**src/rtl/fft_peak_detect.sv**
```systemverilog
// fft_peak_detect
//   Streaming post-processor for natural-order FFT output bins. For every
//   frame it computes |X|^2 = I^2 + Q^2 per bin and, after the last bin,
//   strobes out the peak-power bin index, the peak power and the total
//   frame power. Frames that restart before FFT_LEN bins have arrived are
//   discarded and flagged.
//
//   state | meaning
//   ------+--------------------------------------------------------------
//   IDLE  | waiting for i_new_fft; samples without it are ignored
//   ACCUM | frame in progress; cnt is the index of the next expected bin
//
// Ports
//   clk          clock
//   i_init       asynchronous active-high reset
//   i_vld        input bin valid
//   i_new_fft    marks bin 0 of a frame (qualified by i_vld)
//   i_I, i_Q     signed bin real / imaginary parts
//   o_vld        one-cycle result strobe
//   o_peak_bin   index of the max-power bin (lowest index on ties)
//   o_peak_pwr   power of that bin
//   o_sum_pwr    sum of power over all bins of the frame
//   o_frame_err  one-cycle strobe on an aborted short frame
module fft_peak_detect #(
  parameter int IN_W    = 28,
  parameter int FFT_LEN = 256
) (
  input  logic                          clk,
  input  logic                          i_init,
  input  logic                          i_vld,
  input  logic                          i_new_fft,
  input  logic [IN_W-1:0]               i_I,
  input  logic [IN_W-1:0]               i_Q,
  output logic                          o_vld,
  output logic [$clog2(FFT_LEN)-1:0]    o_peak_bin,
  output logic [2*IN_W-1:0]             o_peak_pwr,
  output logic [2*IN_W+$clog2(FFT_LEN)-1:0] o_sum_pwr,
  output logic                          o_frame_err
);

  localparam int BIN_W = $clog2(FFT_LEN);
  localparam int PWR_W = 2 * IN_W;
  localparam int SUM_W = 2 * IN_W + BIN_W;
  localparam int SQ_W  = 2 * IN_W - 1;
  localparam logic [BIN_W-1:0] LAST_IDX = BIN_W'(FFT_LEN - 1);

  typedef enum logic {IDLE, ACCUM} state_t;

  state_t           state, state_nxt;
  logic [BIN_W-1:0] cnt, cnt_nxt;

  logic             in_acc, in_first, in_last, short_err;
  logic [BIN_W-1:0] in_idx;

  // ---------------- input FSM: state register ----------------
  always_ff @(posedge clk or posedge i_init) begin
    if (i_init) begin
      state <= IDLE;
      cnt   <= '0;
    end else begin
      state <= state_nxt;
      cnt   <= cnt_nxt;
    end
  end

  // ---------------- input FSM: next state ----------------
  always_comb begin
    state_nxt = state;
    cnt_nxt   = cnt;
    if (i_vld) begin
      if (i_new_fft) begin
        state_nxt = ACCUM;
        cnt_nxt   = BIN_W'(1);
      end else if (state == ACCUM) begin
        if (cnt == LAST_IDX) begin
          state_nxt = IDLE;
          cnt_nxt   = '0;
        end else begin
          cnt_nxt = cnt + 1'b1;
        end
      end
    end
  end

  // ---------------- input FSM: outputs (sample tags) ----------------
  always_comb begin
    in_acc    = i_vld && (i_new_fft || state == ACCUM);
    in_first  = i_vld && i_new_fft;
    in_last   = i_vld && !i_new_fft && state == ACCUM && cnt == LAST_IDX;
    in_idx    = i_new_fft ? '0 : cnt;
    // Any restart while in ACCUM means fewer than FFT_LEN bins arrived.
    short_err = i_vld && i_new_fft && state == ACCUM;
  end

  // ---------------- S1: register sample and tags ----------------
  logic             s1_vld, s1_first, s1_last;
  logic [BIN_W-1:0] s1_idx;
  logic [IN_W-1:0]  s1_i, s1_q;

  always_ff @(posedge clk or posedge i_init) begin
    if (i_init) begin
      s1_vld      <= 1'b0;
      s1_first    <= 1'b0;
      s1_last     <= 1'b0;
      s1_idx      <= '0;
      s1_i        <= '0;
      s1_q        <= '0;
      o_frame_err <= 1'b0;
    end else begin
      s1_vld      <= in_acc;
      s1_first    <= in_first;
      s1_last     <= in_last;
      s1_idx      <= in_idx;
      s1_i        <= i_I;
      s1_q        <= i_Q;
      o_frame_err <= short_err;
    end
  end

  // ---------------- S2: squares ----------------
  // Squaring the magnitude gives the same result as the signed square and
  // the IN_W-bit unsigned magnitude covers -2^(IN_W-1) exactly.
  logic [IN_W-1:0]  mag_i, mag_q;
  logic [SQ_W-1:0]  sq_i, sq_q;

  always_comb begin
    mag_i = s1_i[IN_W-1] ? (~s1_i + 1'b1) : s1_i;
    mag_q = s1_q[IN_W-1] ? (~s1_q + 1'b1) : s1_q;
    sq_i  = SQ_W'(mag_i) * SQ_W'(mag_i);
    sq_q  = SQ_W'(mag_q) * SQ_W'(mag_q);
  end

  logic             s2_vld, s2_first, s2_last;
  logic [BIN_W-1:0] s2_idx;
  logic [SQ_W-1:0]  s2_ii, s2_qq;

  always_ff @(posedge clk or posedge i_init) begin
    if (i_init) begin
      s2_vld   <= 1'b0;
      s2_first <= 1'b0;
      s2_last  <= 1'b0;
      s2_idx   <= '0;
      s2_ii    <= '0;
      s2_qq    <= '0;
    end else begin
      s2_vld   <= s1_vld;
      s2_first <= s1_first;
      s2_last  <= s1_last;
      s2_idx   <= s1_idx;
      s2_ii    <= sq_i;
      s2_qq    <= sq_q;
    end
  end

  // ---------------- S3: power ----------------
  logic             s3_vld, s3_first, s3_last;
  logic [BIN_W-1:0] s3_idx;
  logic [PWR_W-1:0] s3_pwr;

  always_ff @(posedge clk or posedge i_init) begin
    if (i_init) begin
      s3_vld   <= 1'b0;
      s3_first <= 1'b0;
      s3_last  <= 1'b0;
      s3_idx   <= '0;
      s3_pwr   <= '0;
    end else begin
      s3_vld   <= s2_vld;
      s3_first <= s2_first;
      s3_last  <= s2_last;
      s3_idx   <= s2_idx;
      s3_pwr   <= PWR_W'(s2_ii) + PWR_W'(s2_qq);
    end
  end

  // ---------------- S4: accumulate and report ----------------
  logic [PWR_W-1:0] best_pwr, best_pwr_nxt;
  logic [BIN_W-1:0] best_bin, best_bin_nxt;
  logic [SUM_W-1:0] acc, acc_nxt;

  always_comb begin
    best_pwr_nxt = best_pwr;
    best_bin_nxt = best_bin;
    acc_nxt      = acc + SUM_W'(s3_pwr);
    if (s3_first) begin
      best_pwr_nxt = s3_pwr;
      best_bin_nxt = s3_idx;
      acc_nxt      = SUM_W'(s3_pwr);
    end else if (s3_pwr > best_pwr) begin
      best_pwr_nxt = s3_pwr;
      best_bin_nxt = s3_idx;
    end
  end

  // Result registers are separate from the running ones so they hold while
  // the next frame accumulates.
  always_ff @(posedge clk or posedge i_init) begin
    if (i_init) begin
      best_pwr   <= '0;
      best_bin   <= '0;
      acc        <= '0;
      o_vld      <= 1'b0;
      o_peak_bin <= '0;
      o_peak_pwr <= '0;
      o_sum_pwr  <= '0;
    end else begin
      o_vld <= s3_vld && s3_last;
      if (s3_vld) begin
        best_pwr <= best_pwr_nxt;
        best_bin <= best_bin_nxt;
        acc      <= acc_nxt;
        if (s3_last) begin
          o_peak_bin <= best_bin_nxt;
          o_peak_pwr <= best_pwr_nxt;
          o_sum_pwr  <= acc_nxt;
        end
      end
    end
  end

endmodule
```
**config.mk**
```make
export PLATFORM = sky130hd
export DESIGN_NAME = fft_peak_detect
export DESIGN_NICKNAME = d
export VERILOG_FILES = /design/src/rtl/fft_peak_detect.sv
export SDC_FILE = /design/constraint.sdc
export NUM_CORES = 2
export LEC_CHECK = 0
export CORE_UTILIZATION = 31
export DETAILED_ROUTE_END_ITERATION = 6
export PLACE_DENSITY = 0.45
export SKIP_LAST_GASP = 1
export SLEW_MARGIN = 5
export SYNTH_ARGS = -nofsm -noshare
export SYNTH_HDL_FRONTEND = slang
export SYNTH_SLANG_ARGS = --single-unit
```
**constraint.sdc**
```tcl
create_clock -name clk -period 19.25 [get_ports clk]
set_input_delay 5.775 -clock clk [delete_from_list [all_inputs] [get_ports clk]]
set_output_delay 5.775 -clock clk [all_outputs]
set_load 0.01 [all_outputs]
```
==> results.cfg <==
[setup_path]
rr_endpoint = s2_ii[54]$_DFF_PP0_
crit_required_ns = 19.76
critPathTopFamily = adder cells
slowest_delay_ns = 1.10
cp_num_buf_inv = 10
reg2reg_depth = 33
cp.arrival_ns = 11.71
startpoint_type = flip-flop
critPathMaxFanout = 18
critical_path_class = reg -> reg
r2r-start = s1_i[0]$_DFF_PP0_
critPathLaunch = s1_i[0]$_DFF_PP0_
cp_slowest_cell = o41ai_1
rrSetupSlack_ns = 8.05
end_kind = flip-flop

[floorplanning]
start_util = 0.313
core_area_um2 = 226000
die_h_um = 479
dieArea_um2 = 229000
rows = 174
die_w_um = 479
ios = 190

[cells_and_area]
nets = 9597
nFillCells = 23300
syn2layout_area_growth_pct = 11.4
drive_gt1_frac = 0.0444

[logic_synthesis]
ys_ff_latch = 520
yosysWarnings = 0
yosysUniqueCellTypes = 87
async_reset_ff_frac = 1.00
ys.flop_type = dfrtp_1
syn-instance-count = 7614
synthesis.area_um2 = 70500
ys_seq_area_frac = 0.184
avgSynthCellArea_um2 = 9.27
synth_edf_count = 0

[sta]
tns_ns = 0
max_freq_mhz = 89.3
rsz0062_at_grt = false
hold_violations = 0
skew_ns = 0.0541
slew_headroom = 0.180
worstMarginPinSlew_ns = 1.21
slew_violations = 0
finalCritPeriodShare = 0.582
setup_violations = 0
period_minus_slack_ns = 11.20

[global_routing]
overflow = 0
antenna_found_initial = 5
grt.total_usage = 0.196
grt_max_degree = 128
grt_pass1_vias = 56500
grt_pass1_wl_um = 343000

[place]
place_hpwl_um = 175000
place.port_buffers = 189
routabilityCongestion = 0.879

[route]
avgRoutedWirePerCell_um = 20.4
drt_iter0_markers = 3178
drc = 0
num_vias = 52100
wl_um = 221000
viasPerCell = 4.83
first_pass_iters = 5
ant_nets = 0

[clocking]
hold_buffers = 0
cts_sinks = 520
clock_latency_ns = 0.68
cts_setup_buffers = 0
h-tree-depth = 3
clk_pin_slew_ns = 0.06
numCtsBuffers = 67
cts-root-buf = clkbuf_16
cts_tree = built
clk_path_buf_depth = 3
ctsResizeCount = 0

[hold_path]
hold_path_depth = 0
min_to = s3_idx[0]$_DFF_PP0_
min_from = s2_idx[0]$_DFF_PP0_
hp-class = reg -> reg

[run_status]
status = completed

[flow_run]
drv_cap = 0
-- cell usage in the layout (no fill, tap or decap), types with 11 or more instances in the layout --
| master | n |
|---|---|
| and3_1 | 40 |
| dfrtp_1 | 518 |
| a211oi_1 | 19 |
| o41ai_1 | 11 |
| nand2b_1 | 59 |
| inv_2 | 14 |
| or2_2 | 11 |
| nor3_1 | 103 |
| o21a_1 | 27 |
| and2_1 | 12 |
| mux2i_1 | 17 |
| a21oi_1 | 305 |
| a21o_1 | 127 |
| fa_1 | 1212 |
| o211ai_1 | 42 |
| inv_1 | 1820 |
| xor2_1 | 93 |
| nor2b_1 | 39 |
| o21ai_0 | 238 |
| ha_1 | 579 |
| xnor2_1 | 164 |
| nor4_1 | 16 |
| o311ai_0 | 43 |
| clkdlybuf4s50_1 | 189 |
| conb_1 | 44 |
| o31ai_1 | 21 |
| and4_1 | 11 |
| a31oi_1 | 16 |
| clkinv_1 | 11 |
| nand4_1 | 45 |
| buf_4 | 92 |
| clkbuf_1 | 16 |
| or3_1 | 42 |
| nor2_1 | 570 |
| mux2_2 | 67 |
| a221oi_1 | 74 |
| nand3_1 | 62 |
| nand2_1 | 719 |
| clkbuf_16 | 67 |
| o21bai_1 | 28 |
-- worst reg2reg max path, delay by kind of cell (launching register included) --
| kind | cells | cell delay, ns |
|---|---|---|
| xor gates and xnor gates | 2 | 0.28 |
| AOI/OAI and AO/OA | 6 | 2.50 |
| adders and majority gates | 9 | 4.26 |
| DFF | 1 | 0.35 |
| and+or+nand+nor | 6 | 1.93 |
| buffers and inverters | 10 | 1.73 |
-- cells in the mapped netlist, types with 45 or more instances --
| cell | instances | share of area |
|---|---|---|
| inv_1 | 1822 | 0.097 |
| fa_1 | 1212 | 0.34 |
| nand2_1 | 722 | 0.038 |
| ha_1 | 579 | 0.10 |
| nor2_1 | 570 | 0.030 |
| dfrtp_1 | 520 | 0.18 |
| a21oi_1 | 306 | 0.022 |
| clkbuf_1 | 238 | 0.013 |
| o21ai_0 | 238 | 0.017 |
| xnor2_1 | 176 | 0.022 |
| a21o_1 | 127 | 0.014 |
| nor3_1 | 103 | 0.0073 |
| xor2_1 | 99 | 0.012 |
| a221oi_1 | 74 | 0.0092 |
| mux2_2 | 67 | 0.011 |
| nand3_1 | 62 | 0.0044 |
| nand2b_1 | 59 | 0.0052 |
| nand4_1 | 45 | 0.0040 |
-- through the flow --
stage / setup WS, ns / instances / area [um2] / hold slack (ns) / util
after floorplan: 6.41 / 7656 / 70700 / 0.331 / -
after global placement: 8.31 / 10700 / 76300 / 0.335 / 0.338
after detailed placement: 8.19 / 10700 / 76300 / 0.335 / 0.338
after CTS: 8.07 / 10800 / 78600 / 0.348 / 0.348
after global routing: 7.45 / 10800 / 78600 / 0.353 / 0.348
final: 8.05 / 10800 / 78600 / 0.346 / 0.348
-- state kept, by name (all words and copies together), names as in the netlist, 8 cells and up --
register,flops
s3_pwr,56
s1_q,28
s3_idx,8
s1_i,28
best_pwr,56
s2_qq,54
s1_idx,8
best_bin,8
o_peak_pwr,56
s2_idx,8
acc,64
o_sum_pwr,64
cnt,8
s2_ii,54
o_peak_bin,8
-- worst max path at each step --
| stage | end | slack, ns | cells after the start |
|---|---|---|---|
| floorplan | acc[0]$_DFFE_PP0P_ | 6.41 | 1 |
| global placement | s2_ii[54]$_DFF_PP0_ | 8.31 | 33 |
| detailed placement | s2_ii[54]$_DFF_PP0_ | 8.19 | 33 |
| CTS | s2_ii[54]$_DFF_PP0_ | 8.07 | 33 |
| global route | s2_ii[54]$_DFF_PP0_ | 7.45 | 33 |
| finish | s2_ii[54]$_DFF_PP0_ | 8.05 | 33 |
-- cell families after synthesis --
logic type | Yosys count | synth area share
buf+inv | 2110 | 0.113
mux | 84 | 0.0131
compound gates | 1061 | 0.0975
fa+ha+maj | 1791 | 0.447
simple gates | 1764 | 0.109
flops | 520 | 0.184
xor+xnor | 282 | 0.0362
other cells | 2 | 0.000106
-- layer usage --
layer / global-route usage / share of wire
met5: 0 / 0.000054
met1: 0.263 / 0.45
met3: 0.0167 / 0.040
met4: 0.0479 / 0.023
met2: 0.339 / 0.49
-- cell type report --
type,count,area [um2],area share
Clock inverter,26,355,0.00452
Multi-Input combinational cell,5026,50000,0.637
Tap cell,2992,3740,0.0476
Clock buffer,92,1860,0.0237
Sequential cell,520,13000,0.166
Inverter,1849,6950,0.0885
Timing Repair Buffer,282,2600,0.0331
Antenna cell,5,12.5,0.000159
Power is left out: the tool's default activity adds up to more than one toggle a clock period on the data nets, which glitch-free logic cannot reach.
